File: src/rtl/video_timing_pkg.sv
// Shared constants and types for the video timing source.
// Holds 1080p60 timing defaults, colour-bar palette and pattern select enum.
package video_timing_pkg;

    // 1080p60 raster: 2200 x 1125 total
    localparam int DEF_H_ACTIVE = 1920;
    localparam int DEF_H_FP     = 88;
    localparam int DEF_H_SYNC   = 44;
    localparam int DEF_H_BP     = 148;
    localparam int DEF_V_ACTIVE = 1080;
    localparam int DEF_V_FP     = 4;
    localparam int DEF_V_SYNC   = 5;
    localparam int DEF_V_BP     = 36;

    typedef enum logic {
        PAT_BARS = 1'b0,
        PAT_RAMP = 1'b1
    } pat_sel_e;

    // Left-to-right bar order
    localparam logic [23:0] BAR_RGB [0:7] = '{
        24'hFFFFFF,  // white
        24'hFFFF00,  // yellow
        24'h00FFFF,  // cyan
        24'h00FF00,  // green
        24'hFF00FF,  // magenta
        24'hFF0000,  // red
        24'h0000FF,  // blue
        24'h000000   // black
    };

endpackage

File: src/rtl/video_pattern_gen.sv
// Combinational test-pattern generator: colour bars or grey ramp.
// Ports: bar_idx/hcnt/active/vid_sel in, rgb out (zero outside active video).
module video_pattern_gen
    import video_timing_pkg::*;
(
    input  logic [2:0]  bar_idx,
    input  logic [11:0] hcnt,
    input  logic        active,
    input  logic        vid_sel,
    output logic [23:0] rgb
);

    always_comb begin
        rgb = '0;
        if (active) begin
            if (pat_sel_e'(vid_sel) == PAT_RAMP)
                rgb = {3{hcnt[10:3]}};
            else
                rgb = BAR_RGB[bar_idx];
        end
    end

endmodule

File: src/rtl/video_timing_gen.sv
// Raster timing source: blanking, syncs, position, frame count, test pattern.
// Ports: clk_i, rst_n_i (sync, active-low), cen_i, vid_sel_i in;
//        vid_rgb_o, vh_blank_o, dvh_sync_o, x_o, y_o, sof_o, frame_cnt_o out.
module video_timing_gen
    import video_timing_pkg::*;
#(
    parameter int   H_ACTIVE = DEF_H_ACTIVE,
    parameter int   H_FP     = DEF_H_FP,
    parameter int   H_SYNC   = DEF_H_SYNC,
    parameter int   H_BP     = DEF_H_BP,
    parameter int   V_ACTIVE = DEF_V_ACTIVE,
    parameter int   V_FP     = DEF_V_FP,
    parameter int   V_SYNC   = DEF_V_SYNC,
    parameter int   V_BP     = DEF_V_BP,
    parameter logic HS_POL   = 1'b1,
    parameter logic VS_POL   = 1'b1
) (
    input  logic        clk_i,
    input  logic        rst_n_i,
    input  logic        cen_i,
    input  logic        vid_sel_i,
    output logic [23:0] vid_rgb_o,
    output logic [1:0]  vh_blank_o,
    output logic [2:0]  dvh_sync_o,
    output logic [11:0] x_o,
    output logic [10:0] y_o,
    output logic        sof_o,
    output logic [7:0]  frame_cnt_o
);

    localparam int H_TOTAL = H_ACTIVE + H_FP + H_SYNC + H_BP;
    localparam int V_TOTAL = V_ACTIVE + V_FP + V_SYNC + V_BP;

    localparam logic [11:0] HA       = 12'(H_ACTIVE);
    localparam logic [11:0] HS_BEG   = 12'(H_ACTIVE + H_FP);
    localparam logic [11:0] HS_END   = 12'(H_ACTIVE + H_FP + H_SYNC);
    localparam logic [11:0] H_LAST   = 12'(H_TOTAL - 1);
    localparam logic [11:0] BAR_LAST = 12'(H_ACTIVE / 8 - 1);
    localparam logic [10:0] VA       = 11'(V_ACTIVE);
    localparam logic [10:0] VS_BEG   = 11'(V_ACTIVE + V_FP);
    localparam logic [10:0] VS_END   = 11'(V_ACTIVE + V_FP + V_SYNC);
    localparam logic [10:0] V_LAST   = 11'(V_TOTAL - 1);

    logic [11:0] hcnt;
    logic [10:0] vcnt;
    logic [7:0]  fcnt;
    logic [11:0] bar_pix;
    logic [2:0]  bar_idx;

    logic        h_end;
    logic        v_end;
    logic        hblank;
    logic        vblank;
    logic        active;
    logic        hsync;
    logic        vsync;
    logic [23:0] rgb;

    always_comb begin
        h_end  = (hcnt == H_LAST);
        v_end  = (vcnt == V_LAST);
        hblank = (hcnt >= HA);
        vblank = (vcnt >= VA);
        active = ~hblank & ~vblank;
        hsync  = (hcnt >= HS_BEG) && (hcnt < HS_END) ? HS_POL : ~HS_POL;
        vsync  = (vcnt >= VS_BEG) && (vcnt < VS_END) ? VS_POL : ~VS_POL;
    end

    video_pattern_gen u_pattern (
        .bar_idx (bar_idx),
        .hcnt    (hcnt),
        .active  (active),
        .vid_sel (vid_sel_i),
        .rgb     (rgb)
    );

    // Raster counters. The bar sub-counter tracks hcnt so the bar index
    // is available without dividing hcnt by the bar width.
    always_ff @(posedge clk_i) begin
        if (!rst_n_i) begin
            hcnt    <= '0;
            vcnt    <= '0;
            fcnt    <= '0;
            bar_pix <= '0;
            bar_idx <= '0;
        end else if (cen_i) begin
            if (h_end) begin
                hcnt    <= '0;
                bar_pix <= '0;
                bar_idx <= '0;
                if (v_end) begin
                    vcnt <= '0;
                    fcnt <= fcnt + 8'd1;
                end else begin
                    vcnt <= vcnt + 11'd1;
                end
            end else begin
                hcnt <= hcnt + 12'd1;
                if (bar_pix == BAR_LAST) begin
                    bar_pix <= '0;
                    bar_idx <= bar_idx + 3'd1;
                end else begin
                    bar_pix <= bar_pix + 12'd1;
                end
            end
        end
    end

    // Outputs carry the decode of the pre-increment position, so the
    // frame count changes together with the sof pixel.
    always_ff @(posedge clk_i) begin
        if (!rst_n_i) begin
            vid_rgb_o   <= '0;
            vh_blank_o  <= 2'b11;
            dvh_sync_o  <= {1'b0, ~VS_POL, ~HS_POL};
            x_o         <= '0;
            y_o         <= '0;
            sof_o       <= 1'b0;
            frame_cnt_o <= '0;
        end else if (cen_i) begin
            vid_rgb_o   <= rgb;
            vh_blank_o  <= {vblank, hblank};
            dvh_sync_o  <= {active, vsync, hsync};
            x_o         <= hcnt;
            y_o         <= vcnt;
            sof_o       <= (hcnt == '0) && (vcnt == '0);
            frame_cnt_o <= fcnt;
        end
    end

endmodule

File: config.mk
export PLATFORM = sky130hd
export DESIGN_NAME = video_timing_gen
export DESIGN_NICKNAME = d
export VERILOG_FILES = /design/src/rtl/video_timing_pkg.sv /design/src/rtl/video_pattern_gen.sv /design/src/rtl/video_timing_gen.sv
export SDC_FILE = /design/constraint.sdc
export NUM_CORES = 1
export LEC_CHECK = 0
export BUFFER_PORTS_ARGS = -buffer_cell sky130_fd_sc_hd__buf_2
export CAP_MARGIN = 5
export CORE_MARGIN = 8
export CORE_UTILIZATION = 55
export CTS_CLUSTER_DIAMETER = 60
export DETAILED_ROUTE_END_ITERATION = 8
export PLACE_DENSITY_LB_ADDON = 0.25
export SLEW_MARGIN = 25
export SYNTH_ARGS = -nofsm -noshare
export SYNTH_HDL_FRONTEND = slang
export SYNTH_SLANG_ARGS = --single-unit
File: constraint.sdc
create_clock -name clk_i -period 2.7 [get_ports clk_i]
set_input_delay 0.135 -clock clk_i [delete_from_list [all_inputs] [get_ports clk_i]]
set_output_delay 0.135 -clock clk_i [all_outputs]
set_load 0.01 [all_outputs]
==> summary.md, run 1 <==
| Metric | Value |
|---|---|
| Status | finished clean |
| Final TNS setup | 0 ns |
| I/O pins | 65 |
| Mapped Nets | between 500 and 600 |
| Hold Path Class | in -> reg |
| DR vias/cell | approximately 5.7 |
| Grt peak-use layer | met2 |
| Global route total overflow | 0 |
| Reg area | 2140 um^2 |
| Synth Cell Area | approximately 4500 um^2 |
| Largest area contributor in the netlist | dfxtp_1 |
| CP Data Arrival Time | around 2.8 ns |
| Internal power | ~2.1 mW |
| Final Hold Vio Count | 0 |
| Part of the power in registers | between 50% and 60% |
| Layout cells sized above 1 | between 10% and 20% |
| Ys async rst share | 0% |
| Max-Cap Viols | 0 |
| # DRC | 0 |
| R2r setup slk | ~0.23 ns |
| Area Growth Syn to Fin | 13.8% |
| Post-CTS resize count | 0 |
| Fin. max-slew vios | 0 |
| Worst rel slew slack | 61.4% |
| Area contributors post-synth | dfxtp_1, mux2i_1, nand2_1, nor2_1, o21ai_0 |
| Initial core utilization | between 50% and 60% |
| Clock root cell | clkbuf_8 |
| Post-Syn Instances | 506 |
| Via count | approximately 3800 |
| Setup repair bufs after CTS | 0 |
| Clk slew on worst S/H paths | 0.10 ns |
| GRT Util Overall | 17.9% |
| CTS tree | done |
| # diodes | 0 |
| Antenna-violating nets left | 0 |
| Sw Ratio | between 20% and 30% |
| RSZ-0062 raised after global routing | no |
| Comb power frac | 5.9% |
| # setup viols final | 0 |
| DR pass1 iterations | 4 |
| Max VDD drop | 300 uV |
| Starting DRC count in detailed routing | approximately 170 |
| Clock share of power | a little over a third |
| Top-area cell type share of the netlist area | 47.9% |
| Leakage power | around 2.1 nW |
| Worst-skew pair later-pin latency | around 0.37 ns |
| Yosys warning count | 0 |
| GRT met1 Usage | between 20 and 25% |
| Fmax achieved | 405 MHz |
| Worst Setup Path Type | reg -> reg |
| Num Clock Sinks | ~110 |
| Routed len/inst | approximately 15 um |
| Die width | about 110 um |
| Worst slew pin tran | about 0.57 ns |
| Die Y | between 100 and 150 um |
| Register area share after synthesis | 47.9% |
| Synth Flop Type | dfxtp_1 |
| Fin Clk Skew | around 0.014 ns |
| Multi-input logic area | between 2000 and 2500 um^2 |
| CTS Buf Count | 9 |
| # nets final | 574 |
| Met2 usage in global routing | approximately 30% |
| M3 GR Usage | 4.72% |
| WHS | between 0.09 and 0.1 ns |
| CP startpoint kind | flip-flop |
| Port bufs | 64 |
| Pwr dens | about 550 nW/um^2 |
| Post-synth EDFFs | 0 |
| Core Footprint | a little over 8000 um^2 |
| First-pass GRT wire length | approximately 17000 um |
| Mean Syn Cell Area | 8.84 um^2 |
| Worst r2r src | hcnt[6] |
| Hold path cells | 2 |
| Full die area | 11300 um^2 |
| Cts hold-fix bufs | 0 |
| Reg2reg path depth | 4 |
| CP max FO | 32 |
| Vias in the first global route | 3602 |
| Crit path required time | around 3 ns |
| Psw | roughly 0.67 mW |
| Reg-to-Reg End | vcnt[10] |
| Initial antenna violation count | 0 |
| Largest net degree at the start of global routing | between 40 and 50 |
| H-tree depth | 3 |
| GPL Wtd Cong | roughly 0.86 |
| Fill count | a little over 700 |
| Final WL | around 10000 um |
| Worst min-delay path startpoint | rst_n_i |
| Synth unique cells | 47 |
| Tmin final | around 2.5 ns |
| Clk buf depth | 2 |
| Hold Path End | vh_blank_o[0] |
| Critical Path Sink Type | flip-flop |
| #FFs+latches synth | roughly 110 |
| Hpwl dp | around 7000 um |
| Final period util | 91.5% |
| Num rows | 33 |
layer usage:
metal	vias up	wire [um]
met2	96	4860
met3	18	564
met4	0	142
met5	-	0
li1	1899	-
met1	1804	4530
registers in the layout, summed over array words and instances, names as in the netlist:
register and count:
bar_pix 12, dvh_sync_o 3, vcnt 11, hcnt 12
y_o 11, fcnt 8, vh_blank_o 2, x_o 12
vid_rgb_o 24, frame_cnt_o 8, sof_o 1, bar_idx 3
placed cells by master, fill, tap and decap left out, drive strengths merged, types with 12 or more instances in the layout:
master,instances
a21oi,31
buf,76
dfxtp,107
inv,15
mux2i,34
nand2,55
nand3,17
nand4,12
nor2,52
o21ai,35
or3,14
or4,16
stage by stage:
| step | std cells | power, mW | setup slack [ns] | util (%) | instance area (um^2) |
|---|---|---|---|---|---|
| 6_report | 673 | 2.78 | 0.230 | 63.3 | 5090 |
| 5_1_grt | 673 | 2.89 | 0.139 | 63.3 | 5090 |
| 4_1_cts | 673 | 2.81 | 0.249 | 63.3 | 5090 |
| 3_5_place_dp | 657 | 1.83 | 0.260 | 60.8 | 4900 |
| 2_1_floorplan | 506 | 1.77 | 0.431 | - | 4470 |
| 3_3_place_gp | 657 | 1.83 | 0.318 | 60.8 | 4900 |
worst max-delay path by stage:
| stage | from | end | slack, ns | depth (start not counted) |
|---|---|---|---|---|
| after floorplan | hcnt[6] | vcnt[9] | 0.43 | 5 |
| after global placement | hcnt[6] | vcnt[9] | 0.32 | 4 |
| after detailed placement | hcnt[6] | vcnt[10] | 0.26 | 4 |
| after CTS | hcnt[6] | fcnt[6] | 0.25 | 4 |
| after global routing | hcnt[6] | fcnt[3] | 0.14 | 4 |
| final | hcnt[6] | vcnt[10] | 0.23 | 4 |
synth_stat cells, types with 4 or more instances:
master,number
and3_1,6
dfxtp_1,107
o21ai_0,33
nand4_1,12
nor3_1,7
nand2_1,55
nor2_1,52
nand3_1,17
a21oi_1,31
nand2b_1,6
xnor2_1,7
or3_1,14
nand3b_1,4
xor2_1,7
or4_1,14
mux2i_1,34
inv_1,11
o31ai_1,8
ha_1,7
nor2b_1,7
clkbuf_1,28
final cells by class:
cell class,instances,area share (%)
clock inverter,6,1.38
inverter,11,0.811
multi-input combinational,358,42.6
sequential,107,42.1
tap,105,2.58
timing repair buffer,76,8.06
clock buffer,10,2.51
kinds of logic (layout without fill, tap and decap cells):
family,after synthesis,in the layout,share of synthesized area (%)
compound gates,92,92,12.1
flops,107,107,47.9
buf+inv,41,103,3.61
mux,34,34,7.61
simple gates,211,211,24.2
fa+ha+maj,7,7,1.96
xor+xnor,14,14,2.74
power by group through the flow:
stage,Clock (mW),Sequential [mW],Combinational [mW]
after global routing,1.08,1.63,0.181
after detailed placement,0,1.66,0.165
after CTS,1.01,1.63,0.166
after global placement,0,1.66,0.164
after floorplan,0,1.68,0.0911
final,0.988,1.63,0.164
critical path, stage by stage (launching register included):
cell and delay, ns:
dfxtp_1 0.38, or4_4 0.60, or4_4 0.71, or4_1 0.55
a21oi_1 0.17
No activity file was read; power rests on OpenSTA's default activity.
==> run 2, diff against run 1 <==
--- a/config.mk
+++ b/config.mk
@@ -5,6 +5,7 @@
 export SDC_FILE = /design/constraint.sdc
 export NUM_CORES = 1
 export LEC_CHECK = 0
+export ABC_AREA = 1
 export BUFFER_PORTS_ARGS = -buffer_cell sky130_fd_sc_hd__buf_2
 export CAP_MARGIN = 5
 export CORE_MARGIN = 8
==> summary.md, run 2 <==
| Metric | Value |
|---|---|
| Layout cells sized above 1 | 14.0% |
| CP max FO | 11 |
| Final WL | 12300 um |
| First-pass GRT wire length | about 20000 um |
| Hpwl dp | around 8900 um |
| Full die area | between 10000 and 15000 um^2 |
| # setup viols final | 0 |
| DR vias/cell | ~5.4 |
| #FFs+latches synth | 107 |
| Sw Ratio | 26.2% |
| Routed len/inst | 14.2 um |
| Global route total overflow | 0 |
| Worst min-delay path startpoint | cen_i |
| Fin. max-slew vios | 0 |
| Max reg flops | 24 |
| Slowest cell on the critical path | nor2_2 |
| Starting DRC count in detailed routing | around 390 |
| Clk slew on worst S/H paths | 0.09 ns |
| Hold Path Class | in -> reg |
| Num Clock Sinks | 107 |
| Num rows | 34 |
| Vias in the first global route | ~4300 |
| Tmin final | 1.99 ns |
| CP Data Arrival Time | 2.20 ns |
| CP delay by family, top | simple AND/OR/NAND/NOR gates |
| Register area share after synthesis | a little over two fifths |
| Most frequent cell after synthesis | nand2_1 |
| Clock share of power | around 33% |
| Psw | around 0.74 mW |
| Port bufs | 64 |
| Synth Flop Type | dfxtp_1 |
| R2r setup slk | between 0.7 and 0.8 ns |
| Placed standard-cell area | 5250 um^2 |
| Biggest register | vid_rgb_o |
| Core Footprint | 8680 um^2 |
| Mapped Nets | 712 |
| RSZ-0062 raised after global routing | no |
| Commonest cells post-synth | nand2_1, dfxtp_1, a21oi_1 |
| # diodes | 0 |
| Max-Cap Viols | 0 |
| Worst Setup Path Type | reg -> reg |
| Placed cell count | approximately 850 |
| Part of the power in registers | a little under 60% |
| Commonest non-fill, non-tap cell in the layout | nand2_1 |
| Area Growth Syn to Fin | 11.6% |
| Post-Place Setup Slack | roughly 0.76 ns |
| Clk buf depth | 2 |
| Leakage power | roughly 2.5 nW |
| Post-Layout Inst Area | ~5400 um^2 |
| Mean Syn Cell Area | slightly below 7 um^2 |
| Final TNS setup | 0 ns |
| Final period util | roughly 74% |
| Cts hold-fix bufs | 0 |
| Crit path cell chain | ha_1 > nand2_1 > nor2_1 > nand3_2 > nor2_2 > nand2_1 > nand2_1 > a21oi_1 |
| GRT Util Overall | just over 20% |
| Fin Clk Skew | roughly 0.020 ns |
| Comb power frac | ~8.5% |
| # nets final | 765 |
| Final Hold Vio Count | 0 |
| Antenna-violating nets left | 0 |
| I/O pins | between 60 and 70 |
| Yosys warning count | 0 |
| Largest area contributor in the netlist | dfxtp_1 |
| Fin cells | about 870 |
| Post-synth EDFFs | 0 |
| Total power | between 2 and 3 mW |
| Die width | roughly 110 um |
| Critical Path Sink Type | flip-flop |
| Most frequent cells in the layout | nand2_1, dfxtp_1, a21oi_1 |
| Post-CTS resize count | 0 |
| GPL Wtd Cong | between 0.8 and 0.9 |
| Initial core utilization | between 50% and 60% |
| Crit-path max cell delay | 0.39 ns |
| Area contributors post-synth | dfxtp_1, nand2_1, a21oi_1, inv_1, nor2_1 |
| Top-area cell type share of the netlist area | approximately 44% |
| Die Y | about 110 um |
| Largest net degree at the start of global routing | 55 |
| Ys async rst share | 0% |
| Internal power | between 2 and 2.5 mW |
| Top cell by count, worst path | nand2_1 |
| DR pass1 iterations | 5 |
| # DRC | 0 |
| Crit path required time | 2.91 ns |
| Final setup margin | 0.711 ns |
| Worst-skew pair later-pin latency | approximately 0.37 ns |
| CTS Buf Count | 9 |
| Setup repair bufs after CTS | 0 |
| Max VDD drop | 319 uV |
| Synth unique cells | 31 |
| Worst slew pin tran | ~0.65 ns |
| Critical path origin | hcnt[1] |
| CP startpoint kind | flip-flop |
| Post-Syn Instances | 701 |
| Worst rel slew slack | ~56% |
| Fmax achieved | between 500 and 600 MHz |
| Worst r2r src | hcnt[1] |
| CTS tree | done |
| H-tree depth | 3 |
| Clock root cell | clkbuf_8 |
| Fill count | 805 |
| Synth Cell Area | 4870 um^2 |
| Via count | about 4700 |
| Status | finished clean |
| Pwr dens | 520 nW/um^2 |
| Initial antenna violation count | 0 |
| Final Util | 62.6% |
| WHS | a little under 0.2 ns |
| Crit path buffers/inverters | 0 |
## run 2: final cells by class
class,instances,area [um^2],area share (%)
timing repair buffer,70,365,6.72
inverter,86,323,5.94
tap,108,135,2.49
clock inverter,5,46.3,0.852
multi-input combinational,480,2290,42.1
clock buffer,10,138,2.53
sequential,107,2140,39.4
## run 2: power by group through the flow
stage / sequential (mW) / clock, mW / combinational, mW
2_1_floorplan: 1.71 / 0 / 0.132
3_3_place_gp: 1.69 / 0 / 0.235
3_5_place_dp: 1.69 / 0 / 0.242
4_1_cts: 1.66 / 0.945 / 0.243
5_1_grt: 1.66 / 1.01 / 0.270
6_report: 1.66 / 0.930 / 0.239
## run 2: cell families (layout without fill, tap and decap cells)
group / after synthesis / after routing / share of synthesized area [%]
xor gates and xnor gates: 13 / 13 / 2.34
and+or+nand+nor: 334 / 334 / 29.4
DFF: 107 / 107 / 44.0
adders and majority gates: 7 / 7 / 1.80
AOI/OAI and AO/OA: 126 / 126 / 13.4
buffers and inverters: 114 / 171 / 9.11
## run 2: worst register-to-register path, delay by kind of cell, from the launching register on
| family | cells | cell delay (ns) |
|---|---|---|
| compound gates | 1 | 0.06 |
| fa+ha+maj | 1 | 0.19 |
| flops | 1 | 0.36 |
| simple gates | 6 | 1.22 |
## run 2: worst paths after layout
path / to / cells past startpoint
setup / recovery: fcnt[6] / 8
hold / removal: x_o[0] / 3
setup reg to reg: fcnt[6] / 8
hold reg to reg: vid_rgb_o[5] / 2
## run 2: per-layer routing
layer / global-route usage, % / vias up / part of all wire, %
met3: 3.66 / 16 / 6.2
met2: 32.1 / 135 / 46
met1: 28.0 / 2172 / 47
met5: 0 / - / 0
li1: - / 2364 / -
met4: 6.57 / 0 / 1.1
